## config.mk

```make
export PLATFORM = sky130hd
export DESIGN_NAME = fifo_fwd_deep_flat
export DESIGN_NICKNAME = d
export VERILOG_FILES = /design/src/rtl/fifo_fwd_deep_if.sv /design/src/rtl/fifo_fwd_deep.sv /design/src/flat_wrapper.sv
export SDC_FILE = /design/constraint.sdc
export NUM_CORES = 1
export LEC_CHECK = 0
export BUFFER_PORTS_ARGS = -buffer_cell sky130_fd_sc_hd__buf_2
export CAP_MARGIN = 10
export CORE_UTILIZATION = 30
export DETAILED_ROUTE_END_ITERATION = 8
export SYNTH_ARGS = -nofsm -noshare
export SYNTH_HDL_FRONTEND = slang
export SYNTH_SLANG_ARGS = --single-unit
```

## constraint.sdc

```tcl
create_clock -name clk -period 3.1 [get_ports clk]
set_clock_uncertainty 0.2 [all_clocks]
set_input_delay 0.465 -clock clk [delete_from_list [all_inputs] [get_ports clk]]
set_output_delay 0.465 -clock clk [all_outputs]
set_load 0.01 [all_outputs]
```

## src/rtl/fifo_fwd_deep_if.sv

```systemverilog
// Stream bus of the fall-through FIFO: producer-side write handshake,
// consumer-side read handshake and the occupancy/status outputs.
interface fifo_fwd_deep_if #(
  parameter int DATA_WIDTH = 32,
  parameter int ADDR_WIDTH = 1
);
  logic                  if_full_n;
  logic                  if_almost_full_n;
  logic                  if_write_ce;
  logic                  if_write;
  logic [DATA_WIDTH-1:0] if_din;
  logic                  if_empty_n;
  logic                  if_read_ce;
  logic                  if_read;
  logic [DATA_WIDTH-1:0] if_dout;
  logic [ADDR_WIDTH:0]   if_count;

  // Producer/consumer side of the stream.
  modport master (
    input  if_full_n, if_almost_full_n, if_empty_n, if_dout, if_count,
    output if_write_ce, if_write, if_din, if_read_ce, if_read
  );

  // FIFO side of the stream.
  modport slave (
    output if_full_n, if_almost_full_n, if_empty_n, if_dout, if_count,
    input  if_write_ce, if_write, if_din, if_read_ce, if_read
  );
endinterface

```

## src/rtl/fifo_fwd_deep.sv

```systemverilog
// First-word fall-through FIFO of DEPTH entries with a zero-latency bypass:
// a word written into an empty FIFO is visible on if_dout in the same cycle
// and, if read in that cycle, passes straight through without being stored.
module fifo_fwd_deep #(
  parameter string MEM_STYLE  = "",
  parameter int    DATA_WIDTH = 32,
  parameter int    ADDR_WIDTH = 1,
  parameter int    DEPTH      = 2,
  parameter int    AF_MARGIN  = 1
) (
  input  logic           clk,
  input  logic           reset,
  fifo_fwd_deep_if.slave bus
);
  localparam int CW       = ADDR_WIDTH + 1;
  localparam int AF_LIMIT = DEPTH - AF_MARGIN;
  localparam logic [CW-1:0]         COUNT_FULL = CW'(DEPTH);
  localparam logic [CW-1:0]         COUNT_AF   = CW'(AF_LIMIT);
  localparam logic [ADDR_WIDTH-1:0] PTR_LAST   = ADDR_WIDTH'(DEPTH - 1);
  localparam logic [ADDR_WIDTH-1:0] PTR_ONE    = ADDR_WIDTH'(1);

  logic [CW-1:0]         count_reg;
  logic [ADDR_WIDTH-1:0] wr_ptr_reg;
  logic [ADDR_WIDTH-1:0] rd_ptr_reg;
  logic [DATA_WIDTH-1:0] head_data;

  logic wr, rd, push, pop, bypass, mem_we, rd_adv, count_zero;

  assign wr         = bus.if_write & bus.if_write_ce;
  assign rd         = bus.if_read  & bus.if_read_ce;
  assign count_zero = (count_reg == '0);

  // Flags come from registered occupancy only; reset forces them low so the
  // producer and consumer both see a stalled FIFO while reset is held.
  assign bus.if_full_n        = ~reset & (count_reg != COUNT_FULL);
  assign bus.if_almost_full_n = ~reset & (count_reg < COUNT_AF);
  assign bus.if_empty_n       = ~reset & (~count_zero | wr);
  assign bus.if_count         = count_reg;
  assign bus.if_dout          = count_zero ? bus.if_din : head_data;

  // A pop on an empty FIFO is only possible with a simultaneous write, which
  // is the pass-through case: the word never touches storage.
  assign push   = wr & bus.if_full_n;
  assign pop    = rd & bus.if_empty_n;
  assign bypass = count_zero & push & pop;
  assign mem_we = push & ~bypass;
  assign rd_adv = pop  & ~bypass;

  // Storage is never reset; only pointers and count carry reset state.
  generate
    if (MEM_STYLE == "") begin : g_mem_plain
      logic [DATA_WIDTH-1:0] mem [DEPTH];
      // Store each accepted, non-bypassed word at the write pointer.
      always_ff @(posedge clk) begin
        if (mem_we) mem[wr_ptr_reg] <= bus.if_din;
      end
      assign head_data = mem[rd_ptr_reg];
    end else begin : g_mem_attr
      (* ram_style = MEM_STYLE *) logic [DATA_WIDTH-1:0] mem [DEPTH];
      // Store each accepted, non-bypassed word at the write pointer.
      always_ff @(posedge clk) begin
        if (mem_we) mem[wr_ptr_reg] <= bus.if_din;
      end
      assign head_data = mem[rd_ptr_reg];
    end
  endgenerate

  // Advance pointers with an explicit wrap at DEPTH-1 (DEPTH need not be a
  // power of two) and track occupancy as pushes minus pops.
  always_ff @(posedge clk or posedge reset) begin
    if (reset) begin
      count_reg  <= '0;
      wr_ptr_reg <= '0;
      rd_ptr_reg <= '0;
    end else begin
      if (mem_we) wr_ptr_reg <= (wr_ptr_reg == PTR_LAST) ? '0 : wr_ptr_reg + PTR_ONE;
      if (rd_adv) rd_ptr_reg <= (rd_ptr_reg == PTR_LAST) ? '0 : rd_ptr_reg + PTR_ONE;
      count_reg <= count_reg + CW'(mem_we) - CW'(rd_adv);
    end
  end
endmodule
```

## src/flat_wrapper.sv

```systemverilog
// flat-port wrapper written by rule: the top's interface ports become plain ports
module fifo_fwd_deep_flat 
#(
  parameter string MEM_STYLE  = "",
  parameter int    DATA_WIDTH = 32,
  parameter int    ADDR_WIDTH = 1,
  parameter int    DEPTH      = 2,
  parameter int    AF_MARGIN  = 1
)
  (clk, reset, bus_if_full_n, bus_if_almost_full_n, bus_if_empty_n, bus_if_dout, bus_if_count, bus_if_write_ce, bus_if_write, bus_if_din, bus_if_read_ce, bus_if_read);
  fifo_fwd_deep_if #(.DATA_WIDTH(DATA_WIDTH), .ADDR_WIDTH(ADDR_WIDTH)) bus_i ();
  input  logic clk;
  input  logic reset;
  output wire logic [$bits(bus_i.if_full_n)-1:0] bus_if_full_n;
  output wire logic [$bits(bus_i.if_almost_full_n)-1:0] bus_if_almost_full_n;
  output wire logic [$bits(bus_i.if_empty_n)-1:0] bus_if_empty_n;
  output wire logic [$bits(bus_i.if_dout)-1:0] bus_if_dout;
  output wire logic [$bits(bus_i.if_count)-1:0] bus_if_count;
  input wire logic [$bits(bus_i.if_write_ce)-1:0] bus_if_write_ce;
  input wire logic [$bits(bus_i.if_write)-1:0] bus_if_write;
  input wire logic [$bits(bus_i.if_din)-1:0] bus_if_din;
  input wire logic [$bits(bus_i.if_read_ce)-1:0] bus_if_read_ce;
  input wire logic [$bits(bus_i.if_read)-1:0] bus_if_read;
  assign bus_if_full_n = bus_i.if_full_n;
  assign bus_if_almost_full_n = bus_i.if_almost_full_n;
  assign bus_if_empty_n = bus_i.if_empty_n;
  assign bus_if_dout = bus_i.if_dout;
  assign bus_if_count = bus_i.if_count;
  assign bus_i.if_write_ce = bus_if_write_ce;
  assign bus_i.if_write = bus_if_write;
  assign bus_i.if_din = bus_if_din;
  assign bus_i.if_read_ce = bus_if_read_ce;
  assign bus_i.if_read = bus_if_read;
  fifo_fwd_deep #(.MEM_STYLE(MEM_STYLE), .DATA_WIDTH(DATA_WIDTH), .ADDR_WIDTH(ADDR_WIDTH), .DEPTH(DEPTH), .AF_MARGIN(AF_MARGIN)) u_core (.clk(clk), .reset(reset), .bus(bus_i));
endmodule
```

==> summary.txt, run 1 <==
Place
  – Gpl congestion: 0.741
  – Setup slack at placement: 0.780 ns
  – DP HPWL: 3500 um
  – Dpl cell area: 3400 sq um
  – Port buffer count: 74
  – Placed cells: 396

Floorplan
  – Die W: 99.6 um
  – Die height: 99.6 um
  – Initial Utilization: 0.309
  – Top-Level Pins: 75
  – CORE AREA: 9240 sq um
  – Site Rows: 35
  – DIE AREA: 9920 sq um

GRT
  – Number of global-route vias before repair: 1692
  – First-pass GRT wire length: 8420 um
  – Largest net degree at the start of global routing: 35
  – Antenna violations before repair: 0
  – Grt ovf: 0
  – GRT Total Usage: 0.114

Logic synthesis
  – Asr flop ratio synth: 0.0588
  – Synth area leader: edfxtp_1
  – Top-count cell post-synth: edfxtp_1
  – Post-synthesis cell count: 198
  – EDFF count, synth: 64
  – Yosys warns: 0
  – Main synth FF type: edfxtp_1
  – Syn_nets: 238
  – Register area share after synthesis: 0.708
  – Mapped Area: 2860 sq um
  – FF+latch count, synth: 68
  – Mean Syn Cell Area: 14.4 sq um
  – Top cell type's share of synthesized area: 0.673
  – Post-synth cell types: 18
  – Synth top area cells: edfxtp_1 (67%), mux2i_1 (11%), o21ai_0 (5.6%)
  – Most common library cells after synthesis: edfxtp_1 (64), nand2_1 (34), mux2i_1 (32), o21ai_0 (32)

Drt
  – WL/cell: 12.4 um
  – Drt drc: 0
  – Vias: 1743
  – Iteration-0 DRC Markers: 31
  – Final wirelength: 5130 um
  – DRT Pass-1 Iters: 4
  – Routed Antenna Nets: 0
  – Vias per cell: 4.22

Worst hold path
  – Path type of the worst min-delay path: primary input to flop

Clock network
  – Clock tree buffer depth: 2
  – CTS Root Cell: clkbuf_8
  – Clk slew on worst S/H paths: 0.07 ns
  – Hold Buf Count CTS: 1
  – Worst-Skew Late Latency: 0.33 ns
  – TritonCTS clock tree: done
  – Post-CTS Resized: 0
  – Post-CTS Setup Bufs: 0
  – TritonCTS Buffers: 9
  – H-tree depth: 3
  – Clock sinks: 68

Timing
  – Final slew viol count: 0
  – Relative slew slack: 0.629
  – Final setup fails: 0
  – RSZ-0062 raised after global routing: false
  – Tightest Pin Transition: 0.556 ns
  – Fin crit period: 2.47 ns
  – Hold Fails Final Rpt: 0
  – Smallest setup slack after layout: 0.633 ns
  – Fmax: 405 MHz
  – Setup TNS: 0 ns
  – Final period util: 0.796

Worst setup path
  – Worst Path Arrival: 1.80 ns
  – Startpoint types: flop
  – Nature of the critical path endpoint: primary output
  – CP max FO: 17
  – Worst Setup Path Type: flop to primary output
  – Worst EP required: 2.43 ns

Final layout
  – Ant. Diodes: 0
  – Final instance area: 3620 sq um
  – Layout fillers: 875
  – Max reg flops: 64
  – Largest Register: u_core.g_mem_plain.mem
  – Layout Cells excl Fill: 413
  – Nets@finish: 319
  – Layout cells sized above 1: 0.352
  – Layout area overhead: 26.7%

Power
  – Worst vdd ir: 320 uV
  – Leakage: 1.42 nW
  – Pwr Density: 839 nW/um^2

Outcome
  – Outcome: finished, final reports clean

Flow run
  – Max-cap violation count: 0
==> per-stage QoR <==
step	hold WS [ns]	utilization	total power, mW
after detailed placement	0.224	0.368	2.31
after global routing	0.110	0.392	3.25
final	0.134	0.392	3.04
after floorplan	0.0460	-	1.92
after CTS	0.116	0.392	3.09
after global placement	0.214	0.368	2.30
==> layer usage <==
layer | vias up | wire length (um) | GRT usage
li1 | 887 | - | -
met1 | 796 | 2430 | 0.143
met2 | 52 | 2370 | 0.180
met3 | 8 | 268 | 0.0394
met4 | 0 | 63 | 0.0475
met5 | - | 0 | 0
==> final cells by class <==
class	count	area, sq um	area share
repair buffers	81	450	0.124
multi-input cells	114	758	0.209
clock buffers	11	131	0.0363
inverters	5	18.8	0.00518
clock inverters	5	76.3	0.0211
flip-flops and latches	68	2020	0.559
well taps	129	161	0.0446
==> report_power, final <==
group | switching, mW | internal, mW | leakage, nW
registers | 0.107 | 1.09 | 0.626
clock network | 0.316 | 0.450 | 0.101
logic | 0.593 | 0.479 | 0.691
==> layout by cell type, fill, tap and decap left out, types with 3 or more instances in the layout <==
cell / instances
nor2_4: 3
a21oi_1: 3
clkbuf_8: 9
mux2i_1: 32
edfxtp_1: 64
buf_2: 74
o21ai_0: 32
xnor2_1: 3
dfrtp_1: 3
inv_1: 5
nand2_1: 34
buf_4: 4
==> logic make-up after synthesis <==
logic type,Yosys count,synth area share
DFF,68,0.708
and+or+nand+nor,40,0.0587
AOI/OAI and AO/OA,36,0.0666
muxes,32,0.112
buffers and inverters,16,0.0337
xor gates and xnor gates,4,0.0123
adders and majority gates,2,0.00876
==> final timing paths <==
path	start	end	slack [ns]	cells after the start
max	u_core.rd_ptr_reg	bus_if_dout[3]	0.63	4
min	bus_if_din[6]	u_core.g_mem_plain.mem[0][6]	0.13	1
max reg2reg	u_core.bus.if_count[1]	u_core.g_mem_plain.mem[1][12]	0.98	4
min reg2reg	u_core.wr_ptr_reg	u_core.wr_ptr_reg	0.35	1
max in group asynchronous	reset	u_core.rd_ptr_reg	2.10	3
min in group asynchronous	reset	u_core.bus.if_count[1]	0.42	3
==> worst max-delay path, stage by stage, from the launching register on <==
cell and delay [ns]:
dfrtp_2 0.72, buf_12 0.25, mux2i_1 0.09, o21ai_0 0.21, buf_2 0.18
No activity file was read; power rests on OpenSTA's default activity.
==> run 2, diff against run 1 <==
--- a/config.mk
+++ b/config.mk
@@ -5,6 +5,7 @@
 export SDC_FILE = /design/constraint.sdc
 export NUM_CORES = 1
 export LEC_CHECK = 0
+export ABC_AREA = 1
 export BUFFER_PORTS_ARGS = -buffer_cell sky130_fd_sc_hd__buf_2
 export CAP_MARGIN = 10
 export CORE_UTILIZATION = 30
==> constraint.sdc (replaced) <==
create_clock -name clk -period 2.4 [get_ports clk]
set_clock_uncertainty 0.2 [all_clocks]
set_input_delay 0.36 -clock clk [delete_from_list [all_inputs] [get_ports clk]]
set_output_delay 0.36 -clock clk [all_outputs]
set_load 0.01 [all_outputs]
==> run 2 against run 1 <==
Compared with the run above:
- sequential share of layout area is 6.2 points lower
- count of clock-buffer cells in the layout fell by 2
- cell area is 13% higher
- non-clock buffer count is 2 higher
- via count rose by 19%
- highest routed layer unchanged
==> summary.txt, run 2 <==
Place
  – Placed cells: 480
  – Dpl cell area: 3850 sq um
  – DP HPWL: 3960 um
  – Gpl congestion: 0.717
  – Port buffer count: 74

Drt
  – DRT Pass-1 Iters: 4
  – Drt drc: 0
  – Iteration-0 DRC Markers: 96
  – Vias per cell: 4.18
  – Vias: 2075
  – Routed Antenna Nets: 0
  – WL/cell: 11.3 um
  – Final wirelength: 5630 um

Clock network
  – TritonCTS Buffers: 9
  – CTS Root Cell: clkbuf_8
  – Clock tree buffer depth: 2
  – Clock sinks: 68
  – H-tree depth: 3
  – Post-CTS Resized: 0
  – Worst-Skew Late Latency: 0.33 ns
  – TritonCTS clock tree: done
  – Clk slew on worst S/H paths: 0.07 ns

Power
  – Sw Share: 0.381
  – Clock power frac: 0.223
  – Leakage: 1.81 nW
  – Worst vdd ir: 560 uV
  – Pint: 2.79 mW
  – Power Total: 4.51 mW
  – Combinational share of power: 0.454
  – Power share of the sequential group: 0.323
  – Pwr Density: 1110 nW/um^2
  – Switching Power: 1.72 mW

Final layout
  – Most frequent cells in the layout: buf_2 (74), edfxtp_1 (64), nand2_1 (41)
  – Final instance area: 4070 sq um
  – Layout fillers: 1080
  – Ant. Diodes: 0
  – Largest Register: u_core.g_mem_plain.mem
  – Layout cells sized above 1: 0.459
  – Max reg flops: 64
  – Leading cell type in the layout, fill and taps excluded: buf_2
  – Layout Cells excl Fill: 497
  – Fin util: 0.376
  – Nets@finish: 392
  – Layout area overhead: 21.9%

Timing
  – Final period util: 0.897
  – RSZ-0062 raised after global routing: false
  – Fin crit period: 2.15 ns
  – Relative slew slack: 0.789
  – Hold Fails Final Rpt: 0
  – Tightest Pin Transition: 0.317 ns
  – Setup TNS: 0 ns
  – Fmax: 464 MHz
  – Final setup fails: 0
  – Final slew viol count: 0

GRT
  – Grt ovf: 0
  – Number of global-route vias before repair: 1896
  – First-pass GRT wire length: 9110 um
  – GRT Total Usage: 0.106
  – Antenna violations before repair: 0
  – Largest net degree at the start of global routing: 36

Logic synthesis
  – Yosys warns: 0
  – Syn_nets: 312
  – FF+latch count, synth: 68
  – EDFF count, synth: 64
  – Top cell type's share of synthesized area: 0.575
  – Asr flop ratio synth: 0.0588
  – Main synth FF type: edfxtp_1
  – Synth area leader: edfxtp_1
  – Register area share after synthesis: 0.605
  – Mean Syn Cell Area: 12.3 sq um
  – Post-synth cell types: 22
  – Mapped Area: 3340 sq um
  – Most common library cells after synthesis: edfxtp_1 (64), nand2_1 (41), inv_1 (40)
  – Post-synthesis cell count: 272
  – Synth top area cells: edfxtp_1 (58%), nand2_4 (9.8%), o21ai_2 (7.6%)
  – Top-count cell post-synth: edfxtp_1

Worst setup path
  – Nature of the critical path endpoint: primary output
  – Startpoint types: flop
  – Worst EP required: 1.84 ns
  – CP max FO: 34
  – Reg2reg end: u_core.g_mem_plain.mem[0][9]
  – Crit. Startpoint: u_core.bus.if_count[1]
  – Crit path to: bus_if_dout[0]
  – R2R cell count: 6
  – Reg-to-reg startpoint: u_core.bus.if_count[1]
  – Worst R2R Setup Slack: 0.48 ns
  – Worst Path Arrival: 1.59 ns
  – Worst Setup Path Type: flop to primary output

Floorplan
  – DIE AREA: 11600 sq um
  – CORE AREA: 10800 sq um
  – Initial Utilization: 0.308
  – Site Rows: 38
  – Die W: 108 um
  – Top-Level Pins: 75
  – Die height: 108 um

Worst hold path
  – Path type of the worst min-delay path: primary input to flop

Flow run
  – Max-cap violation count: 0

Outcome
  – Outcome: finished, final reports clean
[run 2: through the flow]
stage               hold slack [ns]  setup WS, ns
floorplan                   -0.0650         0.116
global placement             0.0839         0.509
detailed placement           0.0954         0.456
CTS                         0.00693         0.211
global route                0.00260         0.108
finish                       0.0286         0.246
[run 2: layout make-up]
cell class,count,area (sq um),area share
Sequential cell,68,2020,0.497
Inverter,42,158,0.0387
Tap cell,140,175,0.0430
Multi-Input combinational cell,148,1040,0.255
Timing Repair Buffer,83,465,0.114
Clock buffer,9,124,0.0304
Clock inverter,7,90.1,0.0221
[run 2: worst max-delay path, cell delays in order, from the launching register on]
cell     delay, ns
dfrtp_1       0.44
nor2_4        0.21
buf_12        0.30
nand2_1       0.08
o21ai_1       0.08
buf_2         0.14
[run 2: power by group through the flow]
stage / Combinational (mW) / Sequential (mW) / Clock [mW]
CTS: 2.10 / 1.46 / 1.04
detailed placement: 2.09 / 1.48 / 0
finish: 2.05 / 1.46 / 1.00
floorplan: 1.57 / 1.48 / 0
global route: 2.28 / 1.47 / 1.10
global placement: 2.07 / 1.48 / 0
[run 2: cells by family (layout without fill, tap and decap cells)]
kind of cell,Yosys count,count (layout),synth area share
DFF,68,68,0.605
buffers and inverters,56,141,0.0865
adders and majority gates,2,2,0.00749
xor gates and xnor gates,3,3,0.00786
and+or+nand+nor,78,78,0.162
AOI/OAI and AO/OA,65,65,0.131
[run 2: how the worst min path moves through the flow]
stage | startpoint | end | slack [ns] | cells past startpoint
floorplan | reset | u_core.bus.if_count[0] | -0.06 | 1
global placement | reset | u_core.bus.if_count[0] | 0.08 | 2
detailed placement | reset | u_core.wr_ptr_reg | 0.1 | 2
CTS | bus_if_din[30] | u_core.g_mem_plain.mem[0][30] | 0.007 | 1
global route | bus_if_din[0] | u_core.g_mem_plain.mem[0][0] | 0.003 | 1
finish | bus_if_din[30] | u_core.g_mem_plain.mem[0][30] | 0.03 | 1
[run 2: what timing repair did]
| action | in CTS | in global routing |
|---|---|---|
| setup buffers | 0 | 0 |
| hold buffers | 1 | 0 |
| endpoints found under the hold margin | 4 | 0 |
[run 2: routing by layer]
layer,track usage,vias up,part of all wire
li1,-,1068,-
met1,0.126,950,0.46
met2,0.174,51,0.48
met3,0.0393,6,0.047
met4,0.0411,0,0.013
met5,0,-,0
